## config.mk

```make
export PLATFORM = sky130hd
export DESIGN_NAME = wb_regfile
export DESIGN_NICKNAME = d
export VERILOG_FILES = /design/src/rtl/wb_regfile.sv
export SDC_FILE = /design/constraint.sdc
export NUM_CORES = 2
export LEC_CHECK = 0
export BUFFER_PORTS_ARGS = -buffer_cell sky130_fd_sc_hd__buf_2
export CAP_MARGIN = 5
export CORE_MARGIN = 2
export CORE_UTILIZATION = 40
export CTS_CLUSTER_SIZE = 16
export DETAILED_ROUTE_END_ITERATION = 10
export GPL_TIMING_DRIVEN = 1
export SLEW_MARGIN = 20
export SYNTH_ARGS = -nofsm -noshare
export SYNTH_HDL_FRONTEND = slang
export SYNTH_SLANG_ARGS = --single-unit
```

## constraint.sdc

```tcl
create_clock -name clk_i -period 38 [get_ports clk_i]
set_clock_uncertainty 0.2 [all_clocks]
set_input_delay 7.6 -clock clk_i [delete_from_list [all_inputs] [get_ports clk_i]]
set_output_delay 7.6 -clock clk_i [all_outputs]
set_load 0.05 [all_outputs]
```

## src/rtl/wb_regfile.sv

```systemverilog
// rtl/wb_regfile.sv - writeback select, 32x32 register file and committed-write counter
// Optional macro WB_BYPASS_EN: same-cycle write-through to both read ports.
module wb_regfile #(
  parameter int COUNT_W = 32
) (
  input  logic               clk_i,
  input  logic               rst_i,
  input  logic [1:0]         WB_i,
  input  logic [31:0]        data1_i,
  input  logic [31:0]        data2_i,
  input  logic [4:0]         RDaddr_i,
  input  logic [4:0]         RSaddr_i,
  input  logic [4:0]         RTaddr_i,
  output logic [31:0]        RSdata_o,
  output logic [31:0]        RTdata_o,
  output logic [31:0]        WBdata_o,
  output logic               RegWrite_o,
  output logic [4:0]         RDaddr_o,
  output logic [COUNT_W-1:0] wb_count_o
);

  logic [31:0]        regs_q [32];
  logic [31:0]        regs_d [32];
  logic [COUNT_W-1:0] cnt_q;
  logic [COUNT_W-1:0] cnt_d;
  logic               we;

  assign WBdata_o   = WB_i[0] ? data1_i : data2_i;
  assign we         = WB_i[1] && (RDaddr_i != 5'd0);
  assign RegWrite_o = we;
  assign RDaddr_o   = RDaddr_i;
  assign wb_count_o = cnt_q;

  always_comb begin
    regs_d = regs_q;
    cnt_d  = cnt_q;
    if (we) begin
      regs_d[RDaddr_i] = WBdata_o;
      cnt_d            = cnt_q + COUNT_W'(1);
    end
  end

  always_ff @(posedge clk_i or posedge rst_i) begin
    if (rst_i) begin
      for (int i = 0; i < 32; i++) regs_q[i] <= '0;
      cnt_q <= '0;
    end else begin
      regs_q <= regs_d;
      cnt_q  <= cnt_d;
    end
  end

  // x0 check is applied last so it overrides the bypass path.
  always_comb begin
    RSdata_o = regs_q[RSaddr_i];
    RTdata_o = regs_q[RTaddr_i];
`ifdef WB_BYPASS_EN
    if (we && (RSaddr_i == RDaddr_i)) RSdata_o = WBdata_o;
    if (we && (RTaddr_i == RDaddr_i)) RTdata_o = WBdata_o;
`endif
    if (RSaddr_i == 5'd0) RSdata_o = '0;
    if (RTaddr_i == 5'd0) RTdata_o = '0;
  end

endmodule

```

* Yosys cells after proc, flatten, opt, wreduce, memory -nomap -nowiden
Index checks and enable logic that the tools add are counted.
** Word-level totals
- Register bits after elaboration :: 1056
- Word-level logic and storage cells :: 58
- Output and inout bits :: 134
- Input bits :: 83
** Operators by class
- Reduce and logical (&&, ||, !) cells :: 5
- Order comparisons :: 4
- Bitwise gates (word level) :: 3
- Multiplexer cells :: 12
- Add/subtract/negate cells :: 1
** Operators by type and width (count)
- bitwise mux 1024 bit :: 1
- binary-select mux 32 bit (select 5 bit) :: 2
- two-way mux 32 bit :: 8
- demux 32 bit (select 5 bit) :: 1
- adder 32 x 1 -> 32 bit (second input constant) :: 1
- greater-or-equal comparator 6 bit (second input constant) :: 3
- inverter 5 -> 6 bit :: 3
- zero test 5 bit :: 2
- less-than comparator 6 x 1 -> 1 bit (second input constant) :: 1
- nonzero test 5 bit :: 1
- logical AND 1 bit :: 2

* Depth between registers and ports, before layout
- Word-level depth :: 6
- Depth in mapped cells :: 10
- Mapped depth without buffers :: 5

* Worst setup path before layout
No wires, ideal clock.
- Path kind :: input -> output
- From :: input RSaddr_i[0]
- To :: output RSdata_o[11]
- Path slack :: 19.125 ns
- Arrival :: 11.075 ns
- Cell stages on the path :: 9
- Path through :: buf_4 -> buf_6 -> buf_4 -> buf_6 -> nor2_4 -> a22oi_1 -> nand2_1 -> a21oi_1 -> a2111oi_0
** Between the ends
- Word-level cells in the longest chain between the ends :: 5
- Elaborated cells between the ends (all ways) :: 6
- Classes of those cells :: mux (4); bitwise (1); reduce/logical (1)
** RTL lines
- from (decl) :: RTL line 12 : input logic [4:0] RSaddr_i,
- inverter 5 -> 6 bit (implied by the code) :: RTL line 55 : RSdata_o = regs_q[RSaddr_i];
- binary-select mux 32 bit (select 5 bit) :: RTL line 55
- two-way mux 32 bit (implied by the code) (2 in series) :: RTL line 55
- two-way mux 32 bit * :: RTL line 61 : if (RSaddr_i == 5'd0) RSdata_o = '0;
- to (decl) :: RTL line 14 : output logic [31:0] RSdata_o,
Every way passes the cells marked *; elsewhere a longest branch is shown, timed or not. The select of a mux whose other input is x is not followed.

* Final worst setup path
- From :: input RSaddr_i[1]
- To :: output RSdata_o[18]
The elaborated chain is that of the path after synthesis.

==> flow_summary.json <==
{
  "crit_slowest_cell": "buf_4",
  "min_path_type": "reg2reg",
  "ys_types": 49,
  "yosysWarningCount": 0,
  "swShare": 0.303,
  "antenna_found_initial": 6,
  "layout-drive-gt1-share": 0.244,
  "status": "finished clean",
  "r2r_slack_ps": 35490,
  "die_y_um": 372,
  "ant_nets": 0,
  "area_delta_synth_final_pct": 11.6,
  "tightest_slew_ps": 1160,
  "syn_area_sq_um": 54300,
  "synth_top_flop_cell": "dfrtp_1",
  "cts.hold.buffers_added": 0,
  "synth-async-reset-ratio": 1.00,
  "yosys_register_bits": 1056,
  "crit_top_cell": "buf_4",
  "rows": 135,
  "rsz0062_at_grt": "no",
  "crit_arrival_ps": 12270,
  "worst_setup_path_start_kind": "input port",
  "finalSetupViolCount": 0,
  "slew_violations": 0,
  "grt_usage": 0.260,
  "fp.coreArea_sq_um": 135000,
  "dp_slack_ps": 17830,
  "cts_resized": 0,
  "gp_congestion": 0.800,
  "powerDensity_nw_per_um2": 56.9,
  "drt_wl_total_mm": 180,
  "ir_drop_mv": 0.0340,
  "grt_pass1_wl_mm": 266,
  "place_area_sq_um": 56700,
  "route.detailed.drc": 0,
  "p_switching_w": 0.00104,
  "intPower_w": 0.00240,
  "cp_max_fo": 70,
  "place_inst": 6397,
  "routedWlPerCell_um": 27.2,
  "cts_tree": "built",
  "post_synth.cell_area_avg_sq_um": 11.3,
  "setup_ws_ps": 17930,
  "cp-end-kind": "output pin",
  "grt_start_max_net_pins": 162,
  "path_class": "in2out",
  "clk_pin_slew_ps": 70,
  "final_cell_area_sq_um": 60600,
  "postLayoutCoreUtil": 0.448,
  "cts.path.max_buffers": 3,
  "worstPathCellList": "buf_8 -> buf_4 -> buf_4 -> buf_4 -> mux4_2 -> mux2i_1 -> nor2_1 -> a221oi_1 -> a2111oi_0 -> buf_4 -> buf_2",
  "synthCells": 4807,
  "finalNetCount": 4812,
  "crit_family": "buffers and inverters",
  "power_frac_comb": 0.221,
  "clkSinkCount": 1056,
  "max_stage_delay_ps": 830,
  "finalNonFillerCells": 6599,
  "required_ps": 30200,
  "seq_power_share": 0.445,
  "grt_pass1_vias": 39100,
  "p_leak_nw": 25.9,
  "drt_iter0_drc": 3607,
  "viasPerCell": 6.03,
  "grt_overflow": 0,
  "die_x_um": 372,
  "cts_setup_buffers": 0,
  "dr.pass1.iters": 5,
  "dpl.hpwl_mm": 101,
  "fmax_mhz": 49.8,
  "final_hold_viol_count": 0,
  "syn_nets": 4891,
  "h-tree-depth": 3,
  "io_pins": 217,
  "p_clk_frac": 0.334,
  "ys_seq_area_frac": 0.487,
  "period_needed_ps": 20070,
  "relSlewSlack": 0.225,
  "setup_tns_ps": 0,
  "cap_viol_max_count": 0,
  "num_vias": 39800,
  "layout_worst_path_cycle_share": 0.528,
  "root_buffer": "clkbuf_16",
  "crit_buf_inv": 6,
  "io_buffer_count": 216,
  "cts_made_buffers": 109,
  "clock_insertion_delay_worst_skew_ps": 700,
  "synth_edf_count": 0,
  "fp.dieArea_sq_um": 139000,
  "initial_core_util": 0.402
}
-- Yosys cell counts, drive strengths merged (2+ instances only) --
master,number,share of area
mux2i,127,0.023
and2,3,0.00035
a21oi,465,0.043
inv,37,0.0026
xnor2,20,0.0032
nor4b,2,0.00060
a2111oi,21,0.0034
or2,4,0.00046
nand3,15,0.0014
nor4,3,0.00046
nand4,10,0.0012
o21ai,651,0.060
mux4,512,0.21
nand2,650,0.045
a211oi,35,0.0048
nor3b,4,0.00055
nand4b,3,0.00048
nand3b,4,0.00055
nor2b,40,0.0046
and3,10,0.0012
nor3,3,0.00028
a22oi,19,0.0026
buf,162,0.018
dfrtp,1056,0.49
and4,4,0.00065
clkbuf,356,0.025
nor2,453,0.032
a221oi,45,0.0081
xor2,11,0.0018
a31oi,12,0.0014
mux2,63,0.013
nand2b,2,0.00023
-- metal layers --
metal	vias to the layer above	track usage	wire length, um	share of wire
met2	1682	0.409	84100	0.47
met4	0	0.0981	6450	0.036
met5	-	0	0	0
met1	20600	0.361	75300	0.42
met3	320	0.0443	13700	0.076
li1	17200	-	-	-
-- through the flow --
| step | power, W | hold WS (ps) |
|---|---|---|
| floorplan | 0.00209 | 241 |
| global placement | 0.00228 | 179 |
| detailed placement | 0.00231 | 183 |
| CTS | 0.00346 | 198 |
| global route | 0.00361 | 212 |
| finish | 0.00345 | 198 |
-- logic make-up (layout without fill, tap and decap cells) --
family	Yosys count	in the layout	share of synthesized area
AND/OR/NAND/NOR	1212	1212	0.0898
multiplexers	702	702	0.249
flip-flops	1056	1056	0.487
other	0	1	0
buffers and inverters	555	565	0.0458
AO/OA/AOI/OAI	1250	1250	0.124
adder cells (fa/ha/maj)	1	1	0.000230
XOR/XNOR	31	31	0.00500
-- power by group through the flow --
stage,combinational (W),sequential (W),clock [W]
CTS,0.000764,0.00153,0.00117
detailed placement,0.000762,0.00154,0
global placement,0.000744,0.00153,0
finish,0.000764,0.00153,0.00115
global route,0.000835,0.00156,0.00121
floorplan,0.000591,0.00150,0
-- area by class of cell --
class / count / area (sq um)
diodes: 1 / 2.50
clock buffers: 158 / 3280
multi-input cells: 3196 / 25900
well taps: 1781 / 2230
flip-flops and latches: 1056 / 26400
repair buffers: 328 / 2050
fillers: 12400 / 74600
clock inverters: 42 / 572
inverters: 37 / 146
-- flip-flops by register name, indices dropped and copies added, names as in the netlist --
register	flops
wb_count_o	32
regs_q	1024
-- layout by cell type (no fill, tap or decap), types with 11 or more instances in the layout --
cell type	count
mux2_2	63
clkinv_2	17
o21ai_1	19
dfrtp_1	1056
xnor2_1	20
buf_2	209
buf_4	108
nand2_4	14
clkbuf_8	28
a31oi_1	12
bufinv_16	13
a22oi_1	19
clkbuf_1	17
a2111oi_0	18
inv_1	36
mux2i_2	20
nor2b_1	35
a221oi_1	38
mux4_2	512
o21ai_0	632
nor2_1	437
a21oi_1	465
nand2_1	635
mux2i_1	95
nor2_4	14
nand3_1	15
xor2_1	11
clkbuf_16	113
mux2i_4	12
a211oi_1	35
-- final timing paths --
kind | startpoint | end | cells past startpoint
worst max register to register | wb_count_o[10]$_DFFE_PP0P_ | wb_count_o[30]$_DFFE_PP0P_ | 5
worst max-delay path | RSaddr_i[1] | RSdata_o[18] | 11
max in group asynchronous | rst_i | regs_q[837]$_DFFE_PP0P_ | 5
min in group asynchronous | rst_i | regs_q[343]$_DFFE_PP0P_ | 2
worst min-delay path | regs_q[1019]$_DFFE_PP0P_ | regs_q[1019]$_DFFE_PP0P_ | 0
worst min register to register | regs_q[1019]$_DFFE_PP0P_ | regs_q[1019]$_DFFE_PP0P_ | 0
Note: power is estimated with default switching activity, not from simulation.
